--- config.mk ---
export PLATFORM = sky130hd
export DESIGN_NAME = fifo_stream_par_flat
export DESIGN_NICKNAME = d
export VERILOG_FILES = /design/src/rtl/fifo_stream_par_if.sv /design/src/rtl/fifo_stream_par.sv /design/src/flat_wrapper.sv
export SDC_FILE = /design/constraint.sdc
export NUM_CORES = 2
export LEC_CHECK = 0
export CAP_MARGIN = 20
export CORE_ASPECT_RATIO = 1.25
export CORE_MARGIN = 2
export CORE_UTILIZATION = 30
export CTS_CLUSTER_DIAMETER = 50
export DETAILED_ROUTE_END_ITERATION = 8
export PLACE_DENSITY_LB_ADDON = 0.1
export SYNTH_ARGS = -nofsm -noshare
export SYNTH_HDL_FRONTEND = slang
export SYNTH_SLANG_ARGS = --single-unit
--- constraint.sdc ---
create_clock -name ck -period 6.98 [get_ports ck]
set_input_delay 1.047 -clock ck [delete_from_list [all_inputs] [get_ports ck]]
set_output_delay 1.047 -clock ck [all_outputs]
set_load 0.01 [all_outputs]
--- src/rtl/fifo_stream_par_if.sv ---
// Stream link bundle for fifo_stream_par: producer side, consumer side, flush and status.
// The slave modport is the FIFO; the master modport is whatever drives it.
interface fifo_stream_par_if #(
  parameter int WIDTH = 32,
  parameter int DEPTH = 64
);
  localparam int AW = $clog2(DEPTH);

  logic             clear;
  logic [WIDTH-1:0] in_data;
  logic             in_valid;
  logic             in_ready;
  logic [WIDTH-1:0] out_data;
  logic             out_valid;
  logic             out_ready;
  logic [AW:0]      count;
  logic             almost_full;
  logic             almost_empty;

  modport master (
    output clear, in_data, in_valid, out_ready,
    input  in_ready, out_data, out_valid, count, almost_full, almost_empty
  );

  modport slave (
    input  clear, in_data, in_valid, out_ready,
    output in_ready, out_data, out_valid, count, almost_full, almost_empty
  );
endinterface

--- src/rtl/fifo_stream_par.sv ---
// Synchronous valid/ready FIFO for dataflow actor links with occupancy count,
// almost-full/almost-empty flags, synchronous flush and selectable FWFT read mode.
module fifo_stream_par #(
  parameter int WIDTH    = 32,
  parameter int DEPTH    = 64,
  parameter int AF_LEVEL = DEPTH - 4,
  parameter int AE_LEVEL = 4,
  parameter int FWFT     = 1
) (
  input logic              ck,
  input logic              reset,
  fifo_stream_par_if.slave bus
);
  localparam int AW = $clog2(DEPTH);

  logic [WIDTH-1:0] mem_q [DEPTH];
  logic [AW:0]      wr_ptr_q, wr_ptr_d;
  logic [AW:0]      rd_ptr_q, rd_ptr_d;
  logic [AW:0]      count_q, count_d;
  logic             af_q, af_d;
  logic             ae_q, ae_d;
  logic             empty, full, push, pop;
  logic [AW-1:0]    rd_addr, wr_addr;

  assign rd_addr = rd_ptr_q[AW-1:0];
  assign wr_addr = wr_ptr_q[AW-1:0];
  assign empty   = (wr_ptr_q == rd_ptr_q);
  assign full    = (wr_ptr_q[AW] != rd_ptr_q[AW]) && (wr_addr == rd_addr);
  // in_ready comes from registered pointers only, so out_ready never reaches it
  assign push    = bus.in_valid & ~full;
  assign pop     = bus.out_ready & ~empty;

  assign bus.in_ready     = ~full;
  assign bus.count        = count_q;
  assign bus.almost_full  = af_q;
  assign bus.almost_empty = ae_q;

  always_comb begin
    wr_ptr_d = wr_ptr_q;
    rd_ptr_d = rd_ptr_q;
    count_d  = count_q;
    af_d     = af_q;
    ae_d     = ae_q;
    if (bus.clear) begin
      wr_ptr_d = '0;
      rd_ptr_d = '0;
      count_d  = '0;
      af_d     = 1'b0;
      ae_d     = 1'b1;
    end else begin
      if (push) wr_ptr_d = wr_ptr_q + 1'b1;
      if (pop)  rd_ptr_d = rd_ptr_q + 1'b1;
      unique case ({push, pop})
        2'b10:   count_d = count_q + 1'b1;
        2'b01:   count_d = count_q - 1'b1;
        default: count_d = count_q;
      endcase
      af_d = (int'(count_d) >= AF_LEVEL);
      ae_d = (int'(count_d) <= AE_LEVEL);
    end
  end

  always_ff @(posedge ck or posedge reset) begin
    if (reset) begin
      wr_ptr_q <= '0;
      rd_ptr_q <= '0;
      count_q  <= '0;
      af_q     <= 1'b0;
      ae_q     <= 1'b1;
    end else begin
      wr_ptr_q <= wr_ptr_d;
      rd_ptr_q <= rd_ptr_d;
      count_q  <= count_d;
      af_q     <= af_d;
      ae_q     <= ae_d;
    end
  end

  // Storage is not reset; a flush drops the concurrent word
  always_ff @(posedge ck) begin
    if (push && !bus.clear) mem_q[wr_addr] <= bus.in_data;
  end

  if (FWFT != 0) begin : g_fwft
    // Empty FIFO presents zero so the output is defined out of reset
    assign bus.out_valid = ~empty;
    assign bus.out_data  = empty ? '0 : mem_q[rd_addr];
  end else begin : g_strobe
    logic [WIDTH-1:0] dout_q, dout_d;
    logic             ovld_q, ovld_d;

    always_comb begin
      dout_d = dout_q;
      ovld_d = 1'b0;
      if (pop && !bus.clear) begin
        dout_d = mem_q[rd_addr];
        ovld_d = 1'b1;
      end
    end

    always_ff @(posedge ck or posedge reset) begin
      if (reset) begin
        dout_q <= '0;
        ovld_q <= 1'b0;
      end else begin
        dout_q <= dout_d;
        ovld_q <= ovld_d;
      end
    end

    assign bus.out_valid = ovld_q;
    assign bus.out_data  = dout_q;
  end
endmodule

--- src/flat_wrapper.sv ---
// flat-port wrapper written by rule: the top's interface ports become plain ports
module fifo_stream_par_flat 
#(
  parameter int WIDTH    = 32,
  parameter int DEPTH    = 64,
  parameter int AF_LEVEL = DEPTH - 4,
  parameter int AE_LEVEL = 4,
  parameter int FWFT     = 1
)
  (ck, reset, bus_clear, bus_in_data, bus_in_valid, bus_out_ready, bus_in_ready, bus_out_data, bus_out_valid, bus_count, bus_almost_full, bus_almost_empty);
  fifo_stream_par_if #(.WIDTH(WIDTH), .DEPTH(DEPTH)) bus_i ();
  input logic ck;
  input logic reset;
  input wire logic [$bits(bus_i.clear)-1:0] bus_clear;
  input wire logic [$bits(bus_i.in_data)-1:0] bus_in_data;
  input wire logic [$bits(bus_i.in_valid)-1:0] bus_in_valid;
  input wire logic [$bits(bus_i.out_ready)-1:0] bus_out_ready;
  output wire logic [$bits(bus_i.in_ready)-1:0] bus_in_ready;
  output wire logic [$bits(bus_i.out_data)-1:0] bus_out_data;
  output wire logic [$bits(bus_i.out_valid)-1:0] bus_out_valid;
  output wire logic [$bits(bus_i.count)-1:0] bus_count;
  output wire logic [$bits(bus_i.almost_full)-1:0] bus_almost_full;
  output wire logic [$bits(bus_i.almost_empty)-1:0] bus_almost_empty;
  assign bus_i.clear = bus_clear;
  assign bus_i.in_data = bus_in_data;
  assign bus_i.in_valid = bus_in_valid;
  assign bus_i.out_ready = bus_out_ready;
  assign bus_in_ready = bus_i.in_ready;
  assign bus_out_data = bus_i.out_data;
  assign bus_out_valid = bus_i.out_valid;
  assign bus_count = bus_i.count;
  assign bus_almost_full = bus_i.almost_full;
  assign bus_almost_empty = bus_i.almost_empty;
  fifo_stream_par #(.WIDTH(WIDTH), .DEPTH(DEPTH), .AF_LEVEL(AF_LEVEL), .AE_LEVEL(AE_LEVEL), .FWFT(FWFT)) u_core (.ck(ck), .reset(reset), .bus(bus_i));
endmodule
Yosys cells after proc, flatten, opt, wreduce, memory -nomap -nowiden
Memories as Yosys holds them, arrays and structs flattened.
Cells that the tools add are included.
{"block": "totals", "n_memories": 1, "word_cells": 38, "inputBits": 37, "reg_bits": 23, "ram_bits": 2048}
{"name": "u_core.mem_q", "depth": 64, "width": 32, "rd": 1, "rd_clocked_by_memory_dff": 0, "wr": 1, "line": "fifo_stream_par.sv:16", "text": "logic [WIDTH-1:0] mem_q [DEPTH];"}
{"block": "classes", "bitwise_logic": 4, "n_eq_ne": 5, "n_mux": 12, "reduce_logical": 5, "addsub": 4, "order_cmp": 2}
{"op": "7-bit 2-to-1 mux", "count": 6}
{"op": "32-bit 2-to-1 mux", "count": 1}
{"op": "7-bit by 1-bit adder with 7-bit output (second input constant)", "count": 3}
{"op": "7-bit one-hot mux with 2 select lines", "count": 1}
{"op": "7-bit equality test", "count": 1}
{"op": "7-bit by 6-bit >= comparator with 1-bit output (second input constant)", "count": 1}
{"op": "7-bit by 3-bit <= comparator with 1-bit output (second input constant)", "count": 1}
{"op": "7-bit by 1-bit subtractor with 7-bit output (second input constant)", "count": 1}
{"op": "6-bit equality test", "count": 1}
{"op": "1-bit 2-to-1 mux", "count": 4}
{"op": "2-bit nonzero test", "count": 2}
{"op": "1-bit AND", "count": 2}
{"op": "2-bit by 1-bit equality test with 1-bit output (second input constant)", "count": 1}
{"op": "2-bit equality test (second input constant)", "count": 1}
{"op": "1-bit logical AND", "count": 2}
{"op": "1-bit inverter", "count": 2}
{"op": "1-bit logical NOT", "count": 1}
{"op": "1-bit inequality test", "count": 1}

Longest topological paths before layout
{"block": "logic_depth", "depth_word": 9, "mapped_depth": 14, "depth_no_buf": 11}

Least setup slack after synthesis
OpenSTA, ideal clock, no wires.
{"block": "synth_timing", "kind": "input -> register", "from": "input port bus_in_valid", "to": "memory u_core.mem_q[63][0], enable pin", "t_arrival_ns": 4.677, "slack_ns": 1.801, "path_buffers": 1, "stages": 4, "setup_ns": 0.502, "path_cell_list": "nand2_1 a21o_1 clkbuf_1 nor4_1"}
{"block": "synth_via", "elab_chain_len": 4}
{"item": "start: declaration", "line": "flat_wrapper.sv:16", "text": "input wire logic [$bits(bus_i.in_valid)-1:0] bus_in_valid;"}
{"item": "1-bit AND", "line": "fifo_stream_par.sv:30", "text": "assign push = bus.in_valid & ~full;"}
{"item": "1-bit logical AND", "line": "fifo_stream_par.sv:81", "text": "if (push && !bus.clear) mem_q[wr_addr] <= bus.in_data;"}
{"item": "1-bit 2-to-1 mux", "line": "fifo_stream_par.sv:81"}
{"item": "1-bit 2-to-1 mux (implied by the code)", "line": "fifo_stream_par.sv:81"}
{"item": "end: declaration", "line": "fifo_stream_par.sv:16"}
No other way between the ends.

Final worst setup path
{"block": "layout_timing", "from": "register u_core.rd_ptr_q[2]", "to": "output port bus_out_data[0]"}
{"block": "layout_via", "elab_chain_len": 2, "word_cells_on_any_way": 3, "cone_classes": "1 x eq/ne; 1 x mux; 1 x memory"}
{"item": "start: declaration", "line": "fifo_stream_par.sv:18", "text": "logic [AW:0] rd_ptr_q, rd_ptr_d;"}
{"item": "start signal: assignment", "line": "fifo_stream_par.sv:72", "text": "rd_ptr_q <= rd_ptr_d;"}
{"item": "memory 64 x 32 bit or 7-bit equality test (tied branches)"}
{"item": "32-bit 2-to-1 mux *", "line": "fifo_stream_par.sv:87", "text": "assign bus.out_data = empty ? '0 : mem_q[rd_addr];"}
{"item": "end: declaration", "line": "flat_wrapper.sv:19", "text": "output wire logic [$bits(bus_i.out_data)-1:0] bus_out_data;"}
Every way passes the cells marked *; elsewhere a longest branch is shown, timed or not.

==> impl_metrics.ini <==
[place]
gp_congestion = 0.743
port_buffers = 79
dp_hpwl_microns = 145000

[finish]
mostFrequentLayoutCell = edfxtp_1
finalNetCount = 3845
fillers = 24300
syn_to_final_growth_pct = 17.1
final_cell_mix = edfxtp_1, mux4_2, clkbuf_16, buf_4, o22ai_1
layout-drive-gt1-share = 0.287

[timing]
finalCritPeriodShare = 0.871
timing.final.crit_period_ps = 6080
hold_ws_ps = 556
rsz0062_at_grt = no
worstMarginPinSlew_ps = 1080
slew_headroom = 0.277
finalHoldViolations = 0
setup-tns-final_ps = 0
clock.fmax_mhz = 165
setup_viol = 0
drv_slew = 0
fin_skew_ps = 38.8

[grt]
antenna_found_initial = 14
grt_pass1_wl_microns = 339000
grt_pass1_vias = 39900
grt-ovfl-total = 0
track_usage = 0.180
grt_max_degree = 83

[synthesis]
synth_nets = 3545
ys_types = 65
syn-instance-count = 3499
netlist_top_cells_area = edfxtp_1, mux4_2, mux2i_1, o22ai_1, dfrtp_1
yosysTopAreaCellShare = 0.775
syn_avg_cell_area_sq_um = 22.7
synthArstFlopShare = 0.0111
ys_warn_count = 0
yosys_register_bits = 2071
synth_edf_count = 2048
yosysSeqAreaShare = 0.782
ys.flop_type = edfxtp_1
yosysTopAreaCell = edfxtp_1
syn-cell-area_sq_um = 79300

[cts]
clock_latency_ps = 870
cts_resized = 0
clock-sinks = 2071
cts_tree = yes
cts_made_buffers = 230
cts-root-buf = clkbuf_16
cts.path.max_buffers = 4
cts_setup_buffers = 0
holdBufCountCts = 0
clkTransAtPathRegs_ps = 60
htree_num_levels = 4

[pwr]
p_leak_uw = 0.0279
ir_drop_mv = 0.196
p_per_area_nw_per_um2 = 313

[setup_path]
endpoint_kind = output port
crit_arrival_ps = 5030
start_kind = flip-flop
critPathKind = flip-flop to output port
r2r_start = u_core.rd_ptr_q[3]
rr_endpoint = u_core.bus.almost_full
worstPathMaxFanout = 34
required_ps = 5930
rr_worst_depth = 11
r2r_slack_ps = 2180

[routing]
wirelength_microns = 245000
drt_first_pass_iters = 5
ant_nets = 0
num_vias = 37800
drcViolationCount = 0
drt_iter0_drc = 3465
avgRoutedWirePerCell_microns = 32.6
via_per_inst = 5.03

[floorplan]
dieArea_sq_um = 269000
start_util = 0.301
fp.dieH_microns = 579
rows = 211
ios = 80
core_area_sq_um = 264000
die-width_microns = 464

[hold_path]
hold_class = primary input to async pin

[status]
status = finished clean

[run]
drv_cap = 0
cell type report:
type	instances	area, sq um	share of cell area
clock buffer	288	6090	0.0655
clock inverter	132	1380	0.0149
tap	3514	4400	0.0473
antenna	4	10.0	0.000108
sequential	2071	62100	0.668
timing repair buffer	271	2370	0.0255
inverter	5	18.8	0.000202
multi-input combinational	1220	16600	0.178
power breakdown:
group          total (uW)  switching [uW]  internal, uW
registers           13800            69.4         13700
clock network       12200            5060          7110
logic                3160            1740          1420
stage by stage:
| stage | std cells | power [uW] | util | setup WS, ps | instance area, sq um |
|---|---|---|---|---|---|
| CTS | 7496 | 29500 | 0.352 | 740 | 92800 |
| finish | 7505 | 29100 | 0.352 | 903 | 92900 |
| floorplan | 3499 | 16100 | - | 1800 | 79300 |
| detailed placement | 7076 | 17300 | 0.324 | 1720 | 85300 |
| global placement | 7071 | 17300 | 0.323 | 1720 | 85200 |
| global route | 7503 | 30100 | 0.352 | 792 | 92900 |
worst max-delay path by stage:
stage                             from                   to  slack (ps)  depth (start not counted)
CTS                 u_core.rd_ptr_q[2]      bus_out_data[0]         740                          6
detailed placement  u_core.rd_ptr_q[3]      bus_out_data[0]        1720                          6
global route        u_core.rd_ptr_q[2]      bus_out_data[0]         790                          6
finish              u_core.rd_ptr_q[2]      bus_out_data[0]         900                          6
global placement    u_core.rd_ptr_q[3]      bus_out_data[0]        1720                          6
floorplan                 bus_in_valid  u_core.mem_q[63][0]        1800                          4
cells by family (layout without fill, tap and decap cells):
kind of cell,Yosys count,after routing,synth area share
other cells,0,4,0
mux,597,597,0.151
flops,2071,2071,0.782
buf+inv,208,696,0.0154
simple gates,220,220,0.0140
xor+xnor,19,19,0.00210
fa+ha+maj,9,9,0.00151
compound gates,375,375,0.0336
sequential cells by signal (all words and copies together), names as in the netlist:
signal / count
u_core.bus.almost_empty: 1
u_core.wr_ptr_q: 7
u_core.bus.almost_full: 1
u_core.rd_ptr_q: 7
u_core.bus.count: 7
u_core.mem_q: 2048
worst max-delay path, cell delays in order (launching register included):
cell	delay (ps)
dfrtp_4	860
nand3_1	790
o221ai_1	670
a211oi_1	110
a21oi_1	580
a22o_1	430
clkdlybuf4s50_1	610
cell usage after synthesis, drive strengths merged, types with 3 or more instances:
| library cell | count |
|---|---|
| xnor2 | 8 |
| a21o | 4 |
| and2 | 5 |
| mux2i | 114 |
| a22oi | 19 |
| or3b | 5 |
| mux4 | 479 |
| o22ai | 129 |
| inv | 4 |
| o21ai | 18 |
| nor2 | 79 |
| a221oi | 9 |
| nor2b | 7 |
| nor4 | 7 |
| xor2 | 11 |
| ha | 8 |
| o22a | 5 |
| clkbuf | 61 |
| o2111ai | 4 |
| edfxtp | 2048 |
| o211ai | 4 |
| or2 | 5 |
| nand2 | 25 |
| or3 | 12 |
| a21oi | 52 |
| nand3b | 10 |
| buf | 142 |
| o31ai | 3 |
| a211oi | 20 |
| a22o | 38 |
| nand3 | 6 |
| nand2b | 8 |
| dfrtp | 22 |
| nor3 | 36 |
| o221ai | 41 |
| a31oi | 10 |
| nor3b | 7 |
| a211o | 8 |
| nand4 | 3 |
| mux2 | 4 |
routing by layer:
layer / up-vias / share of wire / GRT usage / wire length (microns)
met1: 21100 / 0.43 / 0.239 / 105000
met4: 4 / 0.019 / 0.0401 / 4690
met2: 729 / 0.52 / 0.318 / 126000
met3: 275 / 0.033 / 0.0211 / 8130
li1: 15700 / - / - / -
met5: - / 0.00014 / 0 / 34
(Power assumes the default switching activity.)
